==> src/rtl/lb_timer_pkg.sv <==
// rtl/lb_timer_pkg.sv - lb_timer register word offsets and CTRL bit positions
package lb_timer_pkg;

  localparam logic [2:0] REG_CTRL     = 3'd0;
  localparam logic [2:0] REG_STATUS   = 3'd1;
  localparam logic [2:0] REG_PRESCALE = 3'd2;
  localparam logic [2:0] REG_COUNT    = 3'd3;
  localparam logic [2:0] REG_COMPARE  = 3'd4;

  localparam int CTRL_EN       = 0;
  localparam int CTRL_AUTO_CLR = 1;
  localparam int CTRL_IRQ_EN   = 2;

endpackage

==> src/rtl/xt_bus_pkg.sv <==
// rtl/xt_bus_pkg.sv - LB slave command type, write-width encoding and lane merge helper
package xt_bus_pkg;

  localparam int LB_ADDR_WIDTH = 16;

  typedef enum logic [1:0] {
    LB_BYTE = 2'b00,
    LB_HALF = 2'b01,
    LB_WORD = 2'b10,
    LB_RSVD = 2'b11
  } lb_width_e;

  typedef struct packed {
    logic                     ren;
    logic                     wen;
    logic [LB_ADDR_WIDTH-1:0] addr;
    logic [31:0]              wdata;
    lb_width_e                write_width;
  } lb_slave_t;

  typedef struct packed {
    logic        valid;
    logic [31:0] data;
  } lb_merge_t;

  // Places right-aligned wdata into the addressed lanes of cur; valid=0 for misaligned or reserved widths.
  function automatic lb_merge_t lb_merge_wdata(input logic [31:0] cur, input logic [31:0] wdata,
                                               input lb_width_e width, input logic [1:0] off);
    lb_merge_t   r;
    logic [31:0] mask;
    logic [31:0] data;
    logic [4:0]  sh;
    sh      = {off, 3'b000};
    mask    = '0;
    data    = '0;
    r.valid = 1'b0;
    case (width)
      LB_BYTE: begin
        r.valid = 1'b1;
        mask    = 32'h0000_00FF << sh;
        data    = {24'b0, wdata[7:0]} << sh;
      end
      LB_HALF: begin
        r.valid = ~off[0];
        mask    = 32'h0000_FFFF << sh;
        data    = {16'b0, wdata[15:0]} << sh;
      end
      LB_WORD: begin
        r.valid = (off == 2'b00);
        mask    = '1;
        data    = wdata;
      end
      default: r.valid = 1'b0;
    endcase
    r.data = (cur & ~mask) | (data & mask);
    return r;
  endfunction

endpackage

==> src/rtl/lb_prescaler.sv <==
// rtl/lb_prescaler.sv - free-running prescaler producing a one-cycle tick every PRESCALE+1 cycles
module lb_prescaler #(
  parameter int PSC_WIDTH = 16
) (
  input  logic                 lb_clk,
  input  logic                 rst,
  input  logic                 en,
  input  logic [PSC_WIDTH-1:0] prescale,
  output logic                 tick
);

  logic [PSC_WIDTH-1:0] cnt_q, cnt_d;

  // A prescale lowered below cnt_q lets the counter wrap through 2^PSC_WIDTH before matching.
  always_comb begin
    tick  = en & (cnt_q == prescale);
    cnt_d = cnt_q + 1'b1;
    if (!en || tick) cnt_d = '0;
  end

  always_ff @(posedge lb_clk or posedge rst) begin
    if (rst) cnt_q <= '0;
    else     cnt_q <= cnt_d;
  end

endmodule

==> src/rtl/lb_timer.sv <==
// rtl/lb_timer.sv - LB timer/compare responder with zero-latency reads and level irq
module lb_timer
  import xt_bus_pkg::*;
  import lb_timer_pkg::*;
#(
  parameter logic [31:0] BASE_ADDR = 32'h0,
  parameter int          PSC_WIDTH = 16
) (
  input  logic        lb_clk,
  input  logic        rst,
  input  lb_slave_t   bus,
  output logic [31:0] rdata,
  output logic        irq
);

  logic [2:0]           ctrl_q, ctrl_d;
  logic                 match_q, match_d;
  logic [PSC_WIDTH-1:0] psc_q, psc_d;
  logic [31:0]          count_q, count_d;
  logic [31:0]          compare_q, compare_d;

  logic        hit, tick, we, cmp_hit;
  logic [2:0]  word;
  logic [31:0] cur, rd_val;
  lb_merge_t   m;

  assign hit  = (bus.addr[LB_ADDR_WIDTH-1:5] == BASE_ADDR[LB_ADDR_WIDTH-1:5]);
  assign word = bus.addr[4:2];

  lb_prescaler #(.PSC_WIDTH(PSC_WIDTH)) u_psc (
    .lb_clk   (lb_clk),
    .rst      (rst),
    .en       (ctrl_q[CTRL_EN]),
    .prescale (psc_q),
    .tick     (tick)
  );

  // STATUS merges against zero so only a written 1 in lane 0 reaches bit 0.
  always_comb begin
    cur    = '0;
    rd_val = '0;
    case (word)
      REG_CTRL:     begin cur = {29'b0, ctrl_q}; rd_val = {29'b0, ctrl_q}; end
      REG_STATUS:   rd_val = {31'b0, match_q};
      REG_PRESCALE: begin cur = 32'(psc_q); rd_val = 32'(psc_q); end
      REG_COUNT:    begin cur = count_q; rd_val = count_q; end
      REG_COMPARE:  begin cur = compare_q; rd_val = compare_q; end
      default:      begin cur = '0; rd_val = '0; end
    endcase
    m     = lb_merge_wdata(cur, bus.wdata, bus.write_width, bus.addr[1:0]);
    rdata = (bus.ren && hit) ? rd_val : 32'h0;
  end

  always_comb begin
    we        = bus.wen & hit & m.valid;
    cmp_hit   = tick & (count_q == compare_q);
    ctrl_d    = ctrl_q;
    psc_d     = psc_q;
    compare_d = compare_q;
    count_d   = count_q;
    match_d   = match_q;
    if (cmp_hit)   count_d = ctrl_q[CTRL_AUTO_CLR] ? 32'h0 : count_q + 32'h1;
    else if (tick) count_d = count_q + 32'h1;
    if (we) begin
      case (word)
        REG_CTRL:     ctrl_d    = m.data[2:0];
        REG_STATUS:   if (m.data[0]) match_d = 1'b0;
        REG_PRESCALE: psc_d     = m.data[PSC_WIDTH-1:0];
        REG_COUNT:    count_d   = m.data;
        REG_COMPARE:  compare_d = m.data;
        default:      ;
      endcase
    end
    // A new match outranks a coincident write-1-to-clear.
    if (cmp_hit) match_d = 1'b1;
  end

  always_ff @(posedge lb_clk or posedge rst) begin
    if (rst) begin
      ctrl_q    <= '0;
      match_q   <= 1'b0;
      psc_q     <= '0;
      count_q   <= '0;
      compare_q <= '0;
    end else begin
      ctrl_q    <= ctrl_d;
      match_q   <= match_d;
      psc_q     <= psc_d;
      count_q   <= count_d;
      compare_q <= compare_d;
    end
  end

  assign irq = match_q & ctrl_q[CTRL_IRQ_EN];

endmodule

==> config.mk <==
export PLATFORM = sky130hd
export DESIGN_NAME = lb_timer
export DESIGN_NICKNAME = d
export VERILOG_FILES = /design/src/rtl/lb_timer_pkg.sv /design/src/rtl/xt_bus_pkg.sv /design/src/rtl/lb_prescaler.sv /design/src/rtl/lb_timer.sv
export SDC_FILE = /design/constraint.sdc
export NUM_CORES = 1
export LEC_CHECK = 0
export CORE_AREA = 4 4 113 115
export CTS_CLUSTER_SIZE = 40
export DETAILED_ROUTE_END_ITERATION = 10
export DIE_AREA = 0 0 117 119
export PLACE_DENSITY_LB_ADDON = 0.25
export REMOVE_ABC_BUFFERS = 1
export SLEW_MARGIN = 20
export SYNTH_ARGS = -nofsm -noshare
export SYNTH_HDL_FRONTEND = slang
export SYNTH_SLANG_ARGS = --single-unit
export TNS_END_PERCENT = 100
==> constraint.sdc <==
create_clock -name lb_clk -period 7.2 [get_ports lb_clk]
set_clock_uncertainty 0.05 [all_clocks]
set_input_delay 0.72 -clock lb_clk [delete_from_list [all_inputs] [get_ports lb_clk]]
set_output_delay 0.72 -clock lb_clk [all_outputs]
set_load 0.05 [all_outputs]
# [After elaboration in Yosys (flattened, before gate mapping)]
# Cells that the tools add are included.
[word_totals] latch_bits=0 romBits=0 register_bits=100 mem_count=0 input_bits=54 ramBits=0
[op_classes] n_bitwise=10 n_lt_le_gt_ge=0 mux=16 n_mul=0 n_eq_ne=8 shift=4 n_reduce_logical=14 div=0 addsub=2
[ops] operator="2-to-1 mux 32 bit" n=6
[ops] operator="case mux 32 bit (3 select lines)" n=2
[ops] operator="case mux 32 bit (5 select lines)" n=1
[ops] operator="case mux 32 bit (4 select lines)" n=1
[ops] operator="AND 32 bit" n=2
[ops] operator="adder 32 x 1 -> 32 bit, second input constant" n=1
[ops] operator="equality test 32 bit" n=1
[ops] operator="NOT 32 bit" n=1
[ops] operator="bitwise OR 32 bit" n=1
[ops] operator="<< shifter 16 x 5 -> 32 bit" n=1
[ops] operator="<< shifter 16 x 5 -> 32 bit, first input constant" n=1
[ops] operator="<< shifter 8 x 5 -> 32 bit" n=1
[ops] operator="<< shifter 8 x 5 -> 32 bit, first input constant" n=1
[ops] operator="adder 16 x 1 -> 16 bit, second input constant" n=1
[ops] operator="equality test 16 bit" n=1
[ops] operator="2-to-1 mux 16 bit" n=1
[ops] operator="zero test 11 bit" n=1
[ops] operator="equality test 3 x 2 -> 1 bit, second input constant" n=2
[ops] operator="AND reduction 2 bit" n=3
[ops] operator="nonzero test 2 bit" n=3
[ops] operator="AND 1 bit" n=5
[ops] operator="zero test 2 bit" n=2
[ops] operator="2-to-1 mux 1 bit" n=4
[ops] operator="equality test 3 x 1 -> 1 bit, second input constant" n=1
[ops] operator="other kinds (10)" n=10

# [Depth between registers and ports, before layout]
# Gate-level depths: netlist of the first run.
[logic_depth] word_depth=9 ltp_mapped=10

# [Hierarchy]
# A second synthesis of the first run with hierarchy kept.
[hier_totals] cells_unflattened=760 hier_area_um2=6825.3
[by_module_without_submodules] module="lb_timer" area_each_um2=5838.1 cells_each=660 instances=1 seq_area_each_um2=2102.0
[by_module_without_submodules] module="lb_prescaler" area_each_um2=987.2 cells_each=100 instances=1 seq_area_each_um2=400.4

# [Least setup slack after synthesis of the first run]
# Ideal clock, no wire load.
[synth_timing] path_type="input port to output port" startpoint="in bus[38] in the netlist's numbering" endpoint="out rdata[16]" path_stages=6 arrival_time_ps=2598 slack_ps=3832 t_required_ps=6430 path_cell_list="clkbuf_1 > nor3b_1 > buf_2 > buf_1 > a22oi_1 > nor2_1"
[synth_via] elab_chain_len=3 elab_cells_between_ends=7
[synth_rtl] element="start: declaration" line="lb_timer.sv:11" source="input lb_slave_t bus,"
[synth_rtl] element="equality test 3 bit (tied with other cells)" line="lb_timer.sv:42" source="case (word)"
[synth_rtl] element="case mux 32 bit (5 select lines) (*)" line="lb_timer.sv:42"
[synth_rtl] element="2-to-1 mux 32 bit (*)" line="lb_timer.sv:51" source="rdata = (bus.ren && hit) ? rd_val : 32'h0;"
[synth_rtl] element="end: declaration" line="lb_timer.sv:12" source="output logic [31:0] rdata,"
# Mark *: on every way between the ends. The rest lies on a longest branch, timed or not.

# [Worst setup path in the final report of the first run]
[layout_timing] startpoint="in bus[40] in the netlist's numbering" endpoint="out rdata[27]"
[layout_via] elab_chain_len=3
[layout_rtl] element="zero test 11 bit" line="lb_timer.sv:27" source="assign hit = (bus.addr[LB_ADDR_WIDTH-1:5] == BASE_ADDR[LB_ADDR_WIDTH-1:5]);"
[layout_rtl] element="logical AND 1 bit" line="lb_timer.sv:51"
[layout_rtl] element="2-to-1 mux 32 bit" line="lb_timer.sv:51"
# Every way passes these cells.

==> results list, run 1 <==
* Power density cells: 185.8 nW/um2
- HPWL reported at the end of detailed placement: 17840 um
* Final std cell area, no fill: 8253 um2
- Unrepaired setup endpoints after global routing: false
- Proportion of synthesized flip-flops having asynchronous set or reset: 100.0%
- For this block, the initial DRC count from the detailed router was 914.
- After detailed routing, the number of vias per cell comes to 6.857.
- The repair_antennas step left the layout with diodes totalling 0.
* Worst Hold Path EP: psc_q[11]
* Cells after synthesis: 849
* Floorplan die height: 119 um
* Critical path endpoint category: output port
* Result of the run: finished, final reports clean
* Total Wirelength: 24670 um
- Count of input and output buffers: 86
- Total of warnings raised by yosys: 0
- Avg Inst Size Synth: 8.349 um2
* Largest family of logic cells by synthesized area: simple AND/OR/NAND/NOR gates
- Worst setup startpoint: bus[40]
* Final sum of negative setup slack: 0 ns
- The max-slew violation total from the final report was 0.
- Floorplan core area: 11810 um2
- After Yosys synthesis, and, or, nand and nor cells account for 25.47% of the synthesized area.
- In the final routed layout, each cell accounts on average for 23.82 um.
- At the worst endpoint, the required time is 6.43 ns.
* Post-synthesis mux area share: 6.673%
* Reg2reg start: u_psc.cnt_q[2]
* Post-CTS setup repair buffer count: 0
- Worst hold stages: 2
- Counting cells, the worst reg-to-reg path comes to 6.
- For this run, design rule violations remaining after detail routing come to 0.
* Layout cell share with drive strength beyond 1: 8.886%
* HP Class: reg -> reg
* Floorplan die area: 13920 um2
- Fin crit period: 4.566 ns
- Via Count: 7104
* Initial antenna violation count: 0
- Worst slew margin relative to its limit: 26.60%
- Initial Util: 60.01%
* Max Clock Freq: 0.2190 GHz
- Counting flops with a built-in enable in the synthesized netlist gives 0.
* First-pass DRT Iterations: 8
- Share of the yosys chip area belonging to registers: 35.30%
- Final hold viol count: 0
* GP Congestion: 0.9910
- Clock-pin slew was measured on the worst setup and hold paths at 0.07 ns.
- Chip width: 117 um
- Reported leakage power: 3.392 nW
- Compared with the post-synthesis result, the final layout area differs by 16.43%.
* CP Max Fanout: 17
- TritonCTS created 9 clock buffers.
- Summing the areas of all fa, ha and maj instances in the mapped netlist gives 0.3530% of the synthesized area.
- Critical register-to-register path endpoint: count_q[28]
- The worst hold path begins at psc_q[11].
* Number of global-route vias before repair: 6933
* Share of the cycle needed by the critical path after routing: 63.42%
- Max-cap violation count: 0
- Fraction of synthesized cell area in xor and xnor cells: 7.661%
* Flop and latch count out of synthesis: 100
- Worst supply voltage drop on vdd: 0.1186 mV
- After global routing the overflow that remains totals 0.
- Total power draw: 1.534 mW
- The synthesized netlist devotes 19.52% of its cell area to compound gates.
- Insertion delay of the later-clocked pin in the worst-skew pair: 0.36 ns
- Commonest non-fill, non-tap cell in the layout: dfrtp_1
- TritonCTS built the clock tree.
- Post-cts resize count: 0
- For this run, the share of the core covered by cells in the final layout is 69.87%.
* Total number of clock tree sinks: 100
- For the worst setup path, the data arrival time is 3.80 ns.
* Worst-margin pin slew: 1.091 ns
- In this run the count of I/O pins placed on the die edge is 87.
- Commonest register cell after synthesis: dfrtp_1
* GRT Total Usage: 35.84%
* Count of fill cells added during filler insertion: 952
* Unique masters post-synth: 67
* Post-Route Hold Slack: 0.4868 ns
- Setup violations remaining at the end of the flow were counted as 0.
- Leaving out fill and tap cells, the most frequent cells in the layout are dfrtp_1, nand2_1, clkdlybuf4s50_1.
- The clock passes through at most 2 buffers.
* Element type at the critical path start: input pin
- Post-synthesis instance area: 7088 um2
- The setup path with the least slack is of type in -> out.
- Pin count of the biggest net entering global routing: 64
- Number of hold-repair buffers added at the cts stage: 0
- The first global-routing pass estimated 38070 um of wire.
- Buffer type at the clock tree root: clkbuf_16
- Standard cell area after detailed placement: 7948 um2
- Deepest level of the CTS H-tree: 3
* Post-layout net count: 940
- The floorplan has 40 rows.
* Setup slack, reg-to-reg: 3.95 ns
- The detail route stage leaves a number of antenna-violating nets equal to 0.
==> state kept, by name, summed over array words and instances (netlist names) <==
name         count
match_q          1
ctrl_q           3
compare_q       32
count_q         32
u_psc.cnt_q     16
psc_q           16
==> area by class of cell <==
cell class	count	area (um2)	area share, %
Multi-Input combinational cell	659	4252	51.52
Sequential cell	100	2502	30.32
Timing Repair Buffer	100	965.9	11.70
Clock buffer	10	239.0	2.896
Tap cell	147	183.9	2.229
Clock inverter	6	55.05	0.6671
Inverter	14	55.05	0.6671
==> worst max-delay path by stage <==
stage / end / cells past startpoint
finish: rdata[27] / 7
global route: rdata[29] / 7
CTS: rdata[27] / 7
detailed placement: rdata[11] / 7
global placement: rdata[30] / 7
floorplan: compare_q[0] / 3
==> through the flow <==
stage | std cells | setup WS (ns)
5_1_grt | 1036 | 2.488
3_3_place_gp | 1020 | 2.717
3_5_place_dp | 1020 | 2.702
4_1_cts | 1036 | 2.692
6_report | 1036 | 2.634
2_1_floorplan | 773 | 2.717
==> synthesized netlist by cell type, drive strengths merged (9+ instances only) <==
cell type | instances | share of area (%)
mux2 | 26 | 4.1
and3 | 12 | 1.1
o21ai | 41 | 2.9
clkbuf | 61 | 3.2
nor3 | 15 | 1.1
a22oi | 34 | 3.6
xnor2 | 35 | 4.3
dfrtp | 100 | 35
nor2 | 85 | 4.5
nand2 | 99 | 5.2
xor2 | 27 | 3.3
nand3 | 41 | 3.0
nor2b | 16 | 1.4
a31oi | 21 | 1.9
nand4 | 25 | 2.3
inv | 14 | 0.74
buf | 15 | 1.0
nor4 | 16 | 1.8
a22o | 9 | 1.1
mux2i | 18 | 2.5
a21oi | 21 | 1.5
==> power breakdown <==
group	total (mW)	switching (mW)	internal, mW	leakage [nW]
Clock	0.489	0.238	0.250	0.139
Combinational	0.392	0.252	0.140	1.93
Sequential	0.653	0.0637	0.589	1.32
Total	1.53	0.554	0.980	3.39
==> logic make-up (layout without fill, tap and decap cells) <==
| group | Yosys count | count (layout) |
|---|---|---|
| compound gates | 197 | 197 |
| xor+xnor | 62 | 62 |
| fa+ha+maj | 2 | 2 |
| buf+inv | 90 | 130 |
| flops | 100 | 100 |
| mux | 44 | 44 |
| simple gates | 354 | 354 |
==> per-layer routing <==
layer | part of all wire (%) | up-vias | global-route usage [%]
met2 | 48 | 435 | 58.21
li1 | - | 3179 | -
met1 | 38 | 3395 | 45.21
met5 | 0 | - | 0
met3 | 9.2 | 95 | 7.012
met4 | 4.6 | 0 | 17.28
==> worst max-delay path: stages <==
cell	delay, ns
clkdlybuf4s50_1	0.42
nor4_1	0.33
and3_1	0.33
nand3_1	0.56
buf_4	0.46
nor2b_1	0.15
clkdlybuf4s50_1	0.82
(Power assumes the default switching activity.)
==> inputs of run 2 (changes only) <==
--- a/config.mk
+++ b/config.mk
@@ -5,10 +5,10 @@
 export SDC_FILE = /design/constraint.sdc
 export NUM_CORES = 1
 export LEC_CHECK = 0
-export CORE_AREA = 4 4 113 115
+export CORE_AREA = 4 4 117 119
 export CTS_CLUSTER_SIZE = 40
 export DETAILED_ROUTE_END_ITERATION = 10
-export DIE_AREA = 0 0 117 119
+export DIE_AREA = 0 0 121 123
 export PLACE_DENSITY_LB_ADDON = 0.25
 export REMOVE_ABC_BUFFERS = 1
 export SLEW_MARGIN = 20
==> constraint.sdc (replaced) <==
create_clock -name lb_clk -period 4.48 [get_ports lb_clk]
set_clock_uncertainty 0.05 [all_clocks]
set_input_delay 0.448 -clock lb_clk [delete_from_list [all_inputs] [get_ports lb_clk]]
set_output_delay 0.448 -clock lb_clk [all_outputs]
set_load 0.05 [all_outputs]
==> run 2 against run 1 <==
Compared with the run above: final area rose by 4.8%; power rose by 59%; non-clock buffer count rose by 6; worst hold slack got worse by 0.064 ns; cell count rose by 3.0%; first-iteration DRC count rose by 11%; critical endpoint is now count_q[15].
==> results list, run 2 (synthesis gave the netlist of run 1 again) <==
- The initial antenna violation count came to 0 (unchanged).
- The number of gates resized after CTS was 0 (unchanged).
* Commonest non-fill, non-tap cells in the layout: dfrtp_1, nand2_1, nor2_1
- Overflow left after global routing: 0 (unchanged)
* GP Congestion: 0.9650 (-2.6%)
- ANT cells: 0 (unchanged)
- Floorplan die area: 14880 um2 (+6.9%)
* Number of hold-repair buffers added at the cts stage: 0 (unchanged)
* Layout cell share with drive strength beyond 1: 12.85% (+4.0 points)
* Endpoint required time on the critical path: 4.64 ns (-1.79 ns)
- TritonCTS built the clock tree.
* Iteration-0 DRC Markers: 1011 (+11%)
- Vias per inst: 6.929 (+1.0%)
- Unrepaired setup endpoints after global routing: false
- The min-delay analysis places its worst path in the category in -> async.
* Max-cap violation count: 0 (unchanged)
* Floorplan die height: 123 um (+3.4%)
* Number of nets still failing antenna checks after routing: 0 (unchanged)
- Final std cells w/o fill: 1067 (+3.0%)
* Final count of pins violating max slew: 0 (unchanged)
- The instance count after placement with tap cells included was 1051 (+3.0%).
* Number of buffers added by the clock tree synthesis step: 9 (unchanged)
* Share of the cycle needed by the critical path after routing: 74.19%
- Share of the core filled with cells: 68.79% (-1.1 points)
- Insertion delay of the later-clocked pin in the worst-skew pair: 0.36 ns (about the same)
* Worst setup startpoint: count_q[20]
- The total power per unit cell area came to 282.8 nW/um2 (+52%).
- The number of placement rows was 41 (+2.5%).
* Worst supply voltage drop on vdd: 0.2160 mV (+82%)
* Count of fill cells added during filler insertion: 1024 (+7.6%)
* Final hold viol count: 0 (unchanged)
* Endpoints failing setup: 0 (unchanged)
- Max Clock Freq: 0.3009 GHz
- Arrival time of data at the critical path endpoint: 3.49 ns (-0.31 ns)
- The largest fanout of any net on the critical path came to 15 (-2).
- The instance area after placement is 8357 um2 (+5.1%).
- The number of I/O port buffers came to 86 (unchanged).
* Buffer type at the clock tree root: clkbuf_16
- Via Count: 7393 (+4.1%)
- The worst setup path is launched from a register.
- STA classifies the critical path endpoint as a register.
- The number of iterations in the first detailed-routing pass was 8 (unchanged).
- Commonest non-fill, non-tap cell in the layout: dfrtp_1
- Layout Area Growth over Synthesis: 21.98%
- The largest registers in the layout are compare_q x32, count_q x32.
- The worst register-to-register path begins at count_q[20].
- The first-pass GRT wire length is 40130 um (+5.4%).
* DRC viols: 0 (unchanged)
- The post-CTS clock slew at the launch and capture registers of the worst setup and hold paths is 0.08 ns (about the same).
- Worst-margin pin slew: 0.9489 ns (-0.1420 ns)
* Initial Util: 56.40% (-3.6 points)
- Reported leakage power: 3.582 nW (+5.6%)
- Deepest level of the CTS H-tree: 3 (unchanged)
* Number of global-route vias before repair: 7167 (+3.4%)
* Final routed wire length divided by cell count: 23.92 um (+0.44%)
* Worst slew margin relative to its limit: 36.31% (+9.7 points)
* Chip width: 121 um (+3.4%)
* Result of the run: finished, final reports clean
- The routed design could run at a clock period as short as 3.324 ns.
- The HPWL after detailed placement came to 18880 um (+5.8%).
* Final sum of negative setup slack: 0 ns (unchanged)
* Setup slack, reg-to-reg: 1.16 ns (-2.79 ns)
- Floorplan core area: 12570 um2 (+6.4%)
- Combined area of the multi-input logic cells: 4240 um2 (-0.26%)
* Final std cell area, no fill: 8646 um2 (+4.8%)
* Post-CTS setup repair buffer count: 0 (unchanged)
* Path type of the worst setup path: reg -> reg
* Post-layout net count: 946 (+0.64%)
- Post-Route Hold Slack: 0.4225 ns (-0.06424 ns)
* Longest Clk Path Bufs: 2 (unchanged)
- The maximum number of pins on one net before global-route repair is 38 (-41%).
* Area of all sequential standard cells: 2502 um2 (unchanged)
* Number of top-level pins: 87 (unchanged)
- The global-route usage over all layers is 35.06% (-0.78 points).
- The number of sinks handled by clock tree synthesis is 100 (unchanged).
- The worst register-to-register path ends at count_q[15].
* FF-to-FF path depth: 8 (+2)
* Total Wirelength: 25530 um (+3.4%)
## run 2: how the worst max path moves through the flow
stage | to | cells after the start | slack [ns]
floorplan | compare_q[0] | 3 | 0.27
global placement | count_q[20] | 7 | 1.10
detailed placement | count_q[10] | 8 | 1.05
CTS | count_q[30] | 6 | 1.32
global route | count_q[26] | 6 | 1.10
finish | count_q[15] | 8 | 1.16
## run 2: layout make-up
type	instances	share of cell area, %
Tap cell	172	2.489
Sequential cell	100	28.94
Clock buffer	9	2.605
Clock inverter	7	0.7381
Multi-Input combinational cell	659	49.04
Inverter	14	0.6368
Timing Repair Buffer	106	15.54
## run 2: per-stage QoR
stage | total power [mW] | worst slack [ns]
floorplan | 1.403 | 0.2695
global placement | 1.645 | 1.097
detailed placement | 1.665 | 1.050
CTS | 2.426 | 1.321
global route | 2.542 | 1.101
finish | 2.445 | 1.156
## run 2: worst max-delay path, stage by stage (launching register included)
cell     delay, ns
dfrtp_1       0.49
xnor2_1       0.47
nand4_1       0.22
nor4_1        0.38
buf_4         0.29
nand3_1       0.50
buf_4         0.42
a22oi_1       0.16
a31oi_1       0.18
## run 2: per-layer routing
metal | track usage (%) | up-vias | routed length [um]
li1 | - | 3186 | -
met1 | 48.71 | 3553 | 10130
met2 | 52.03 | 561 | 11240
met3 | 8.463 | 93 | 2923
met4 | 15.79 | 0 | 1239
met5 | 0 | - | 0
## run 2: report_power, final
part / switching (mW) / internal, mW
logic: 0.390 / 0.226
registers: 0.105 / 0.947
clock network: 0.389 / 0.387
